[src/rtl/bsg_dff_pipe_pkg.sv]
// Shared definitions for the bsg_dff_reset_en_pipe register pipeline:
// occupancy counter width helper and the default reset value.
package bsg_dff_pipe_pkg;

  localparam int reset_val_default_lp = 0;

  function automatic int count_width(input int depth);
    return $clog2(depth + 1);
  endfunction

endpackage

[src/rtl/bsg_dff_pipe_stage.sv]
// One valid+data stage of the elastic pipeline. The valid bit follows the
// upstream valid when advancing; data only loads when a real item arrives.
module bsg_dff_pipe_stage #(
  parameter int width_p = 8,
  parameter logic [width_p-1:0] reset_val_p = '0
) (
  input  logic               clk_i,
  input  logic               reset_i,
  input  logic               flush_i,
  input  logic               adv_i,
  input  logic               v_i,
  input  logic [width_p-1:0] data_i,
  output logic               v_o,
  output logic [width_p-1:0] data_o
);

  always_ff @(posedge clk_i or posedge reset_i) begin
    if (reset_i) begin
      v_o    <= 1'b0;
      data_o <= reset_val_p;
    end else if (flush_i) begin
      v_o <= 1'b0;
    end else if (adv_i) begin
      v_o <= v_i;
      if (v_i) data_o <= data_i;
    end
  end

endmodule

[src/rtl/bsg_dff_reset_en_pipe.sv]
// depth_p-stage elastic register pipeline with bubble collapsing, async reset
// and synchronous flush. Define BSG_DFF_RESET_EN_PIPE_OCCUPANCY_EN to add count_o.
module bsg_dff_reset_en_pipe
  import bsg_dff_pipe_pkg::*;
#(
  parameter int width_p = 8,
  parameter int depth_p = 2,
  parameter logic [width_p-1:0] reset_val_p = width_p'(reset_val_default_lp)
) (
  input  logic               clk_i,
  input  logic               reset_i,
  input  logic               flush_i,
  input  logic               v_i,
  input  logic [width_p-1:0] data_i,
  output logic               ready_o,
  output logic               v_o,
  output logic [width_p-1:0] data_o,
`ifdef BSG_DFF_RESET_EN_PIPE_OCCUPANCY_EN
  output logic [count_width(depth_p)-1:0] count_o,
`endif
  input  logic               yumi_i
);

  logic [depth_p-1:0] adv;
  logic [depth_p-1:0] v_r;
  logic [width_p-1:0] data_r [depth_p];
  logic               accept;

  // A stage may advance when it is empty or everything downstream moves.
  always_comb begin
    adv = '0;
    adv[depth_p-1] = ~v_r[depth_p-1] | yumi_i;
    for (int k = depth_p - 2; k >= 0; k--) begin
      adv[k] = ~v_r[k] | adv[k+1];
    end
  end

  assign ready_o = adv[0] & ~flush_i;
  assign accept  = v_i & ready_o;
  assign v_o     = v_r[depth_p-1];
  assign data_o  = data_r[depth_p-1];

  for (genvar k = 0; k < depth_p; k++) begin : g_stage
    logic               v_in;
    logic [width_p-1:0] d_in;
    if (k == 0) begin : g_head
      assign v_in = accept;
      assign d_in = data_i;
    end else begin : g_body
      assign v_in = v_r[k-1];
      assign d_in = data_r[k-1];
    end
    bsg_dff_pipe_stage #(
      .width_p    (width_p),
      .reset_val_p(reset_val_p)
    ) u_stage (
      .clk_i  (clk_i),
      .reset_i(reset_i),
      .flush_i(flush_i),
      .adv_i  (adv[k]),
      .v_i    (v_in),
      .data_i (d_in),
      .v_o    (v_r[k]),
      .data_o (data_r[k])
    );
  end

`ifdef BSG_DFF_RESET_EN_PIPE_OCCUPANCY_EN
  localparam int cw_lp = count_width(depth_p);
  logic deq;
  assign deq = yumi_i & v_o;

  always_ff @(posedge clk_i or posedge reset_i) begin
    if (reset_i) begin
      count_o <= '0;
    end else if (flush_i) begin
      count_o <= '0;
    end else if (accept & ~deq) begin
      count_o <= count_o + cw_lp'(1);
    end else if (deq & ~accept) begin
      count_o <= count_o - cw_lp'(1);
    end
  end

`ifndef SYNTHESIS
  always @(negedge clk_i) begin
    if (!reset_i) assert (cw_lp'($countones(v_r)) == count_o);
  end
`endif
`endif

`ifndef SYNTHESIS
  // The consumer may only take data that is actually presented.
  always @(negedge clk_i) begin
    if (!reset_i) assert (!(yumi_i && !v_o));
  end
`endif

endmodule

[config.mk]
export PLATFORM = sky130hd
export DESIGN_NAME = bsg_dff_reset_en_pipe
export DESIGN_NICKNAME = d
export VERILOG_FILES = /design/src/rtl/bsg_dff_pipe_pkg.sv /design/src/rtl/bsg_dff_pipe_stage.sv /design/src/rtl/bsg_dff_reset_en_pipe.sv
export SDC_FILE = /design/constraint.sdc
export NUM_CORES = 1
export LEC_CHECK = 0
export CORE_MARGIN = 2
export CORE_UTILIZATION = 44
export DETAILED_ROUTE_END_ITERATION = 10
export PLACE_DENSITY = 0.75
export SLEW_MARGIN = 20
export SYNTH_ARGS = -nofsm -noshare
export SYNTH_HDL_FRONTEND = slang
export SYNTH_SLANG_ARGS = --single-unit
export TNS_END_PERCENT = 5
[constraint.sdc]
create_clock -name clk_i -period 1.7 [get_ports clk_i]
set_input_delay 0.255 -clock clk_i [delete_from_list [all_inputs] [get_ports clk_i]]
set_output_delay 0.255 -clock clk_i [all_outputs]
set_load 0.1 [all_outputs]
* Yosys cells after proc, flatten, opt, wreduce, memory -nomap -nowiden
Cells that the tools add are included.
Word-level totals: flip-flop bits (word level) 18
Operators by class: multiplexer cells 4, reductions and logical operators 4, bitwise operators 7
Operator list (count):
- 3-bit AND reduction | 2
- 1-bit 2-to-1 mux | 4
- 2-bit nonzero test | 2
- 1-bit inverter | 3
- 1-bit AND | 2
- 1-bit OR | 2

* Depth between registers and ports, before layout
Gate-level depths: netlist (run 1).
depth after elaboration 7, depth in mapped cells 4

* Modules after synthesis
Synthesis (run 1) repeated with hierarchy kept, for this count alone.
Second synthesis, totals: cells, all modules 47, area total of the unflattened synthesis 740.7 sq um
By module, submodules not included:
- bsg_dff_pipe_stage | instances 2, cells each 21, sequential area each 225.2 sq um, area an instance 352.8 sq um
- bsg_dff_reset_en_pipe | instances 1, cells each 5, sequential area each 0.0 sq um, area an instance 35.0 sq um

* Least setup slack after synthesis (run 1)
No wires, ideal clock.
kind register -> output, start register g_stage[1].u_stage.v_o, end output port ready_o, data arrival time 2.372 ns, cell stages (with the launch flop) 3, path slack -0.927 ns, required time 1.445 ns, path through dfrtp_1 > and3b_2 > nor2_1
On the way: longest elaborated chain between the ends 4
Ends and longest elaborated chain:
- start, declared | RTL line bsg_dff_pipe_stage.sv:13 | output logic v_o,
- start signal, assigned | RTL line bsg_dff_pipe_stage.sv:24 | v_o <= v_i;
- 1-bit inverter | RTL line bsg_dff_reset_en_pipe.sv:32 | adv[depth_p-1] = ~v_r[depth_p-1] | yumi_i;
- 1-bit OR | RTL line bsg_dff_reset_en_pipe.sv:32
- 1-bit OR | RTL line bsg_dff_reset_en_pipe.sv:34 | adv[k] = ~v_r[k] | adv[k+1];
- 1-bit AND | RTL line bsg_dff_reset_en_pipe.sv:38 | assign ready_o = adv[0] & ~flush_i;
- end, declared | RTL line bsg_dff_reset_en_pipe.sv:15 | output logic ready_o,
Every way passes these cells.

* Worst setup path after layout (run 1)
Ends and elaborated chain as after synthesis.

==> results of run 1 <==
## cell type report
cell class | count | area share (%)
clock buffer | 4 | 3.13
tap | 16 | 1.73
multi-input combinational | 25 | 23.8
inverter | 1 | 0.324
timing repair buffer | 28 | 31.9
sequential | 18 | 39.2
## cells in the mapped netlist
master and number:
dfrtp_1 18, mux2_2 8, mux2_4 8, nor2_1 5, and2b_1 1, and3b_2 1, buf_6 1, inv_1 1
nor3b_2 1, or3b_1 1
## worst max-delay path, stage by stage (launching register included)
cell	delay, ps
dfrtp_4	500
and3b_2	210
buf_4	140
nor2_4	90
buf_12	180
## cells by family after synthesis
group	after synthesis	share of synthesized area [%]
multiplexers	16	28.7
buffers and inverters	2	2.05
AND/OR/NAND/NOR	9	7.85
flip-flops	18	61.4
## sequential cells by signal, indices dropped and copies added, names as in the netlist
signal and cells:
g_stage.u_stage.data_o 16, g_stage.u_stage.v_o 2
## metal layers
metal	track usage [%]	vias to the layer above
li1	-	216
met1	21.6	220
met2	22.6	12
met3	5.20	2
met4	5.29	0
met5	0	-
## power by group through the flow
| stage | sequential [mW] | combinational [mW] | clock, mW |
|---|---|---|---|
| after detailed placement | 0.608 | 0.886 | 0 |
| after global placement | 0.603 | 0.877 | 0 |
| after floorplan | 1.00 | 0.132 | 0 |
| final | 0.597 | 0.880 | 0.249 |
| after global routing | 0.608 | 0.904 | 0.275 |
| after CTS | 0.599 | 0.886 | 0.262 |
## worst min path at each step
stage	from	cells past startpoint	end
after floorplan	reset_i	1	g_stage[0].u_stage.data_o[0]
after global placement	g_stage[0].u_stage.data_o[3]	1	g_stage[1].u_stage.data_o[3]
after detailed placement	g_stage[0].u_stage.data_o[2]	1	g_stage[0].u_stage.data_o[2]
after CTS	reset_i	3	g_stage[0].u_stage.data_o[2]
after global routing	reset_i	3	g_stage[1].u_stage.data_o[0]
final	reset_i	3	g_stage[1].u_stage.data_o[0]
==> summary.txt, run 1 <==
Status
  – Status: complete, no violations

Pwr
  – Max rail drop VDD: 0.909 mV
  – Switching Power: 0.726 mW
  – Flop pwr share: 34.6%
  – Switching Share: 42.0%
  – Internal: 1.00 mW
  – Pwr dens: 1490 nW/um^2
  – Clock power frac: 14.4%
  – Comb pwr share: 51.0%
  – Leakage: 0.543 nW
  – Tot Pwr: 1.73 mW

Routing
  – DR WL/cell: 13.8 um
  – Pre-antenna DRT Iters: 2
  – Top Metal Used: met4
  – Mean number of vias per cell: 4.89
  – Initial DRC Count: 1
  – Vias after detailed routing: 450
  – WL final: 1270 um
  – Met3 WL: 57 um
  – DRC: 0
  – Wl on met1: 550 um
  – Routed Antenna Nets: 0
  – Metal2 WL: 645 um

GRT
  – Initial antenna violation count: 0
  – First-pass GRT wire length: 2130 um
  – Vias in the first global route: 443
  – Largest net degree at the start of global routing: 19
  – Tot GR Track Use: 15.4%
  – GRT overflow: 0

Die
  – Rows: 14
  – Width of the die: 44.8 um
  – Core region area: 1540 um^2
  – DIE AREA: 2010 um^2
  – # IOs: 23
  – Starting Density: 47.6%
  – Die height: 44.8 um

STA
  – Final critical-path share of the clock period: 98.0%
  – Post-route minimum period: 1670 ps
  – Final number of hold-violating endpoints: 0
  – Clock Skew: 2.33 ps
  – Final hold slack: 273 ps
  – Max Clk Rate: 601 MHz
  – Fin worst setup slack: 34.8 ps
  – Sum Neg Setup Slack: 0 ps
  – Final setup vio count: 0
  – RSZ-0062 raised after global routing: yes
  – Actual slew at the worst max-slew pin: 223 ps
  – Max-slew violation count: 0
  – Worst rel slew slack: 85.2%

Worst setup path
  – Crit. Startpoint: g_stage[1].u_stage.v_o
  – Crit. End Element: output port
  – R2r endpoint: g_stage[0].u_stage.data_o[3]
  – Critical Path Fanout Max: 3
  – R2R depth: 4
  – Crit path to: ready_o
  – FF-to-FF setup slack: 60 ps
  – Critical Path AT: 1410 ps
  – CP required: 1440 ps
  – Reg2Reg Launch Point: g_stage[1].u_stage.v_o
  – Critical Path Start Type: register
  – Setup CP Type: register to output port

Place
  – Number of buffers added on ports: 22
  – Dpl ws: -211 ps
  – DP Cell Count: 88
  – Placer's final routability congestion estimate: 0.749
  – Placed Area: 1120 um^2
  – HPWL Detailed: 1040 um

Cells and area
  – Storage cell area: 454 um^2
  – Fillers: 103
  – Final Non-Filler Cells: 92
  – Layout Area Growth over Synthesis: 58.0%
  – Most frequent cells in the layout: dfrtp_1 (17), clkdlybuf4s50_1 (12), buf_12 (10)
  – Antenna Cells: 0
  – Commonest non-fill, non-tap cell in the layout: dfrtp_1
  – Layout Cell Area excl Fill: 1160 um^2
  – Layout cell share with drive strength beyond 1: 52.6%
  – # nets final: 90
  – Footprint of the multi-input gates: 275 um^2
  – Fin util: 75.2%

Job
  – Max-cap violation count: 0

CTS
  – # clock sinks: 18
  – CTS resizes: 0
  – H-Tree Depth: 1
  – CTS max path bufs: 2
  – Root buffer cell: clkbuf_4
  – Post-CTS setup buffers: 0
  – Worst-path clk slew: 90 ps
  – Post-CTS Hold Fix Bufs: 0
  – CTS buffer count: 3
  – Clock latency on the worst-skew pair: 280 ps
  – CTS tree: built

Logic synthesis
  – Synth area leaders: dfrtp_1 (61%), mux2_4 (16%), mux2_2 (12%)
  – Syn Area/Cell: 16.3 um^2
  – Synth Cell Area: 733 um^2
  – Cells after synthesis: 45
  – Sequential fraction of the synthesis area: 61.4%
  – Synth Register Bits: 18
  – Distinct cell type count after synthesis: 10
  – Synth area leader: dfrtp_1
  – Post-synth top area share: 61.4%
  – Syn. warnings: 0
  – Syn Nets: 58

Worst hold path
  – Hold crit path type: input pin to asynchronous set/reset pin
(Power assumes the default switching activity.)
==> inputs of run 2 (changes only) <==
Settings changed: CORE_MARGIN 2 to 4.
==> run 2 against run 1 <==
Cell count unchanged. Critical endpoint unchanged. Fmax up 0.76%. Critical path depth stayed put. Global-route usage down 3.1 points. Largest cell class unchanged. Largest power group unchanged. Clock-buffer cell count unchanged. Worst hold slack got worse by 76 ps. Total power up 0.51%.
==> summary.txt, run 2 (same netlist as run 1, synthesis figures left out) <==
Status
  – Status: complete, no violations

STA
  – Final critical-path share of the clock period: 97.2% (-0.74 points)
  – RSZ-0062 raised after global routing: no
  – Sum Neg Setup Slack: 0 ps (unchanged)
  – Max Clk Rate: 605 MHz (+0.76%)
  – Worst rel slew slack: 80.6% (-4.6 points)
  – Final hold slack: 197 ps (-76.4 ps)
  – Fin worst setup slack: 47.4 ps (+12.6 ps)
  – Clock Skew: 2.72 ps (+0.392 ps)
  – Final setup vio count: 0 (unchanged)
  – Post-route minimum period: 1650 ps (-12.6 ps)
  – Final number of hold-violating endpoints: 0 (unchanged)
  – Max-slew violation count: 0 (unchanged)
  – Actual slew at the worst max-slew pin: 291 ps (+68.4 ps)

Die
  – Core region area: 1540 um^2 (unchanged)
  – DIE AREA: 2380 um^2 (+19%)
  – Rows: 14 (unchanged)
  – # IOs: 23 (unchanged)
  – Width of the die: 48.8 um (+8.9%)
  – Starting Density: 47.6% (unchanged)
  – Die height: 48.8 um (+8.9%)

Worst setup path
  – R2r endpoint: g_stage[0].u_stage.data_o[3]
  – Critical Path Start Type: register
  – Setup CP Type: register to output port
  – Crit. End Element: output port
  – Worst path slowest cell: dfrtp_4
  – Largest stage delay, worst path: 480 ps (-20 ps)
  – Critical Path AT: 1400 ps (about the same)
  – Critical Path Fanout Max: 2 (-1)
  – CP required: 1440 ps (about the same)
  – Crit-path leading delay family: flip-flops
  – R2R depth: 4 (unchanged)
  – Cells along the critical path: and3b_2 > buf_4 > nor2_4 > buf_12
  – Reg2Reg Launch Point: g_stage[1].u_stage.v_o
  – Buf/Inv on CP: 2 (unchanged)
  – FF-to-FF setup slack: 70 ps (about the same)

CTS
  – Post-CTS Hold Fix Bufs: 0 (unchanged)
  – Root buffer cell: clkbuf_4
  – CTS tree: built
  – H-Tree Depth: 1 (unchanged)
  – Clock latency on the worst-skew pair: 290 ps (about the same)
  – CTS buffer count: 3 (unchanged)
  – # clock sinks: 18 (unchanged)
  – Worst-path clk slew: 100 ps (about the same)
  – CTS max path bufs: 2 (unchanged)

Cells and area
  – Fin util: 75.2% (unchanged)
  – Layout Area Growth over Synthesis: 58.0% (unchanged)
  – Layout cell share with drive strength beyond 1: 52.6% (unchanged)
  – Max FFs per register: 16 (unchanged)
  – Layout Cell Area excl Fill: 1160 um^2 (unchanged)
  – Antenna Cells: 0 (unchanged)
  – Footprint of the multi-input gates: 275 um^2 (unchanged)
  – # nets final: 90 (unchanged)
  – Biggest regs: g_stage.u_stage.data_o x16, g_stage.u_stage.v_o x2
  – Most frequent cells in the layout: dfrtp_1 (17), clkdlybuf4s50_1 (12), buf_12 (10)
  – Storage cell area: 454 um^2 (unchanged)
  – Fillers: 100 (-2.9%)
  – Commonest non-fill, non-tap cell in the layout: dfrtp_1
  – Final Non-Filler Cells: 92 (unchanged)
  – Register with the most flip-flops: g_stage.u_stage.data_o

Place
  – Dpl ws: -219 ps (-8.75 ps)
  – HPWL Detailed: 1020 um (-1.1%)
  – Placer's final routability congestion estimate: 0.688 (-8.2%)
  – DP Cell Count: 87 (-1.1%)
  – Number of buffers added on ports: 22 (unchanged)
  – Placed Area: 1110 um^2 (-0.67%)

Worst hold path
  – Hold crit path type: input pin to asynchronous set/reset pin

GRT
  – Vias in the first global route: 462 (+4.3%)
  – Initial antenna violation count: 0 (unchanged)
  – Largest net degree at the start of global routing: 12 (-7)
  – First-pass GRT wire length: 2220 um (+4.5%)
  – Tot GR Track Use: 12.3% (-3.1 points)
  – GRT overflow: 0 (unchanged)

Routing
  – Routed Antenna Nets: 0 (unchanged)
  – Vias after detailed routing: 452 (+0.44%)
  – Pre-antenna DRT Iters: 2 (unchanged)
  – DRC: 0 (unchanged)
  – Mean number of vias per cell: 4.91 (+0.44%)
  – DR WL/cell: 14.6 um (+6.2%)
  – WL final: 1350 um (+6.2%)
  – Initial DRC Count: 5 (+4)

Pwr
  – Max rail drop VDD: 0.817 mV (-10%)
  – Pwr dens: 1500 nW/um^2 (+0.51%)
  – Leakage: 0.543 nW (about the same)
  – Tot Pwr: 1.73 mW (+0.51%)

Job
  – Max-cap violation count: 0 (unchanged)
==> run 2: area by class of cell <==
cell class | count | share of cell area, %
multi-input combinational | 25 | 23.8
tap | 16 | 1.73
clock buffer | 4 | 3.13
timing repair buffer | 28 | 31.9
inverter | 1 | 0.324
sequential | 18 | 39.2
==> run 2: power breakdown <==
part / total [mW] / leakage, nW / internal, mW / switching (mW)
clock network: 0.256 / 0.0210 / 0.130 / 0.125
logic: 0.882 / 0.308 / 0.352 / 0.529
registers: 0.597 / 0.214 / 0.518 / 0.0794
==> run 2: how the worst max path moves through the flow <==
stage	startpoint	to	slack (ps)	depth (start not counted)
finish	g_stage[1].u_stage.v_o	ready_o	50	4
detailed placement	yumi_i	g_stage[0].u_stage.data_o[3]	-220	5
CTS	g_stage[1].u_stage.v_o	ready_o	30	4
global route	g_stage[1].u_stage.v_o	ready_o	0.8	4
global placement	yumi_i	g_stage[0].u_stage.data_o[1]	-190	5
floorplan	g_stage[1].u_stage.v_o	g_stage[0].u_stage.data_o[0]	-110	4
==> run 2: metal layers <==
metal / global-route usage (%) / routed length, um
met2: 19.1 / 719
met3: 2.14 / 49
met1: 16.1 / 567
met5: 0 / 0
met4: 6.73 / 9
==> run 2: timing repair <==
action	in CTS	in global routing
resized for setup	0	1
endpoints found under the setup margin	1	2
setup buffers	1	0
==> inputs of run 3 (changes only) <==
Settings changed: TNS_END_PERCENT 5 to 10.
==> results of run 3 <==
No change in the layout: final DEF, timing and power equal those of run 2.
==> RTL edit: new RTL, settings of run 1 <==
The parameter `depth_p` goes from 2 to 4.
--- a/src/rtl/bsg_dff_reset_en_pipe.sv
+++ b/src/rtl/bsg_dff_reset_en_pipe.sv
@@ -4,7 +4,7 @@
   import bsg_dff_pipe_pkg::*;
 #(
   parameter int width_p = 8,
-  parameter int depth_p = 2,
+  parameter int depth_p = 4,
   parameter logic [width_p-1:0] reset_val_p = width_p'(reset_val_default_lp)
 ) (
   input  logic               clk_i,
Check against the original RTL: not equivalent (Yosys sat finds a counterexample within 4 cycles, from zero or initial values and one cycle with reset_i high).
==> RTL edit against run 1 <==
The flow now finishes with violations (negative setup slack); clock power increased to 2.7 times the old value; power rose by 80%; global-route usage shrank 1.3 points; design area is 72% higher; sequential power up 110%; wire length increased by 75%; sequential cell count up 18; synthesized area rose by 95%; worst hold slack better by 0.029 ns; worst setup slack got worse by 0.067 ns; critical path type unchanged; critical endpoint unchanged.
==> RTL edit: results (changes against run 1) <==
| Metric | Value |
|---|---|
| Vias per cell | `4.74 (-3.1%)` |
| Top Registers | `g_stage.u_stage.data_o: 32 flops, g_stage.u_stage.v_o: 4 flops` |
| Top post-synthesis cells by area | `dfrtp_1 63%, mux2_2 19%, mux2_4 8.4%` |
| Clk_skew | `0.00743 ns (+0.00510 ns)` |
| DR pass1 iterations | `3 (+1)` |
| Sequential power share | `40.3% (+5.7 points)` |
| Most instantiated cells after synthesis | `36 x dfrtp_1, 24 x mux2_2, 8 x mux2_4` |
| Clk slew on worst S/H paths | `0.11 ns (+0.02 ns)` |
| Total Wirelength | `2.22 mm (+75%)` |
| First-pass GRT wire length | `3.66 mm (+72%)` |
| Clk pwr share | `21.2% (+6.8 points)` |
| Leakage | `0.927 nW (+71%)` |
| Cells on worst reg2reg path | `6 (+2)` |
| Largest net degree at the start of global routing | `37 (+18)` |
| Register area | `905 sq um (+99%)` |
| Synth Area in Compound Gates | `2.36% (+2.4 points)` |
| Synth cell types | `15 (+5)` |
| Mapped Cells | `90 (+100%)` |
| Crit-path max FO | `2 (-1)` |
| Worst reg-to-reg setup slack | `0.02 ns (-0.04 ns)` |
| Final HPWL DP | `1.62 mm (+56%)` |
| Final setup viols | `1 (+1)` |
| Dpl ws | `-0.206 ns (+0.00446 ns)` |
| Sw frac | `35.3% (-6.8 points)` |
| Worst Setup Slack, final | `-0.0322 ns (-0.0670 ns)` |
| Worst flop-to-flop path startpoint | `g_stage[3].u_stage.v_o` |
| Layout cells sized above 1 | `51.2% (-1.4 points)` |
| Max VDD drop | `0.603 mV (-34%)` |
| TritonCTS Buffers | `5 (+2)` |
| Measured slew at the worst slew-check pin | `0.440 ns (+0.217 ns)` |
| Pint | `2.02 mW (+100%)` |
| Syn Nets | `103 (+78%)` |
| GRT Util Overall | `14.1% (-1.3 points)` |
| Initial DRC count | `7 (+6)` |
| Status | `finished with violations` |
| Nets | `137 (+52%)` |
| Failing checks | `negative setup slack` |
| GPL Wtd Cong | `0.722 (-3.7%)` |
| Setup TNS | `-0.0322 ns (-0.0322 ns)` |
| Number of global-route vias before repair | `809 (+83%)` |
| Mean routed wirelength per cell | `13.1 um (-4.6%)` |
## RTL edit: cell types whose count changed after synthesis, sizes merged, moves of 3 or more
cell,before,now
mux2,16,32
a21oi,0,4
dfrtp,18,36
buf,1,4
## RTL edit: timing repair
item | 4_1_cts | 5_1_grt
pin swaps | 1 | 0
hold endpoints to repair | 0 | 0
gates resized for setup | 2 | 8
hold buffers | 0 | 0
endpoints found under the setup margin | 1 | 9
setup buffers | 2 | 0
## RTL edit: worst min-delay path by stage
stage,from,slack (ns),end
after global routing,reset_i,0.35,g_stage[3].u_stage.v_o
after global placement,g_stage[1].u_stage.v_o,0.49,g_stage[2].u_stage.v_o
after floorplan,v_i,0.38,g_stage[0].u_stage.v_o
after detailed placement,g_stage[0].u_stage.data_o[3],0.49,g_stage[1].u_stage.data_o[3]
final,reset_i,0.30,g_stage[0].u_stage.v_o
after CTS,reset_i,0.31,g_stage[1].u_stage.v_o
## RTL edit: worst max-delay path: stages (launching register included)
cell and delay [ns]:
dfrtp_4 0.49, and4b_1 0.21, buf_6 0.12, a21oi_4 0.13
buf_12 0.19
## RTL edit: layout make-up
| cell class | instances | area share, % |
|---|---|---|
| Sequential cell | 36 | 45.5 |
| Multi-Input combinational cell | 48 | 26.7 |
| Timing Repair Buffer | 31 | 19.9 |
| Clock buffer | 7 | 3.27 |
| Tap cell | 44 | 2.77 |
| Clock inverter | 1 | 1.51 |
| Inverter | 2 | 0.377 |
## RTL edit: per-layer routing
layer  GRT usage, %  vias to the layer above  wire [um]
li1               -                      381          -
met3           5.25                        7         92
met5              0                        -          0
met4           10.2                        0         78
met1           16.4                      392       1020
met2           21.3                       21       1030
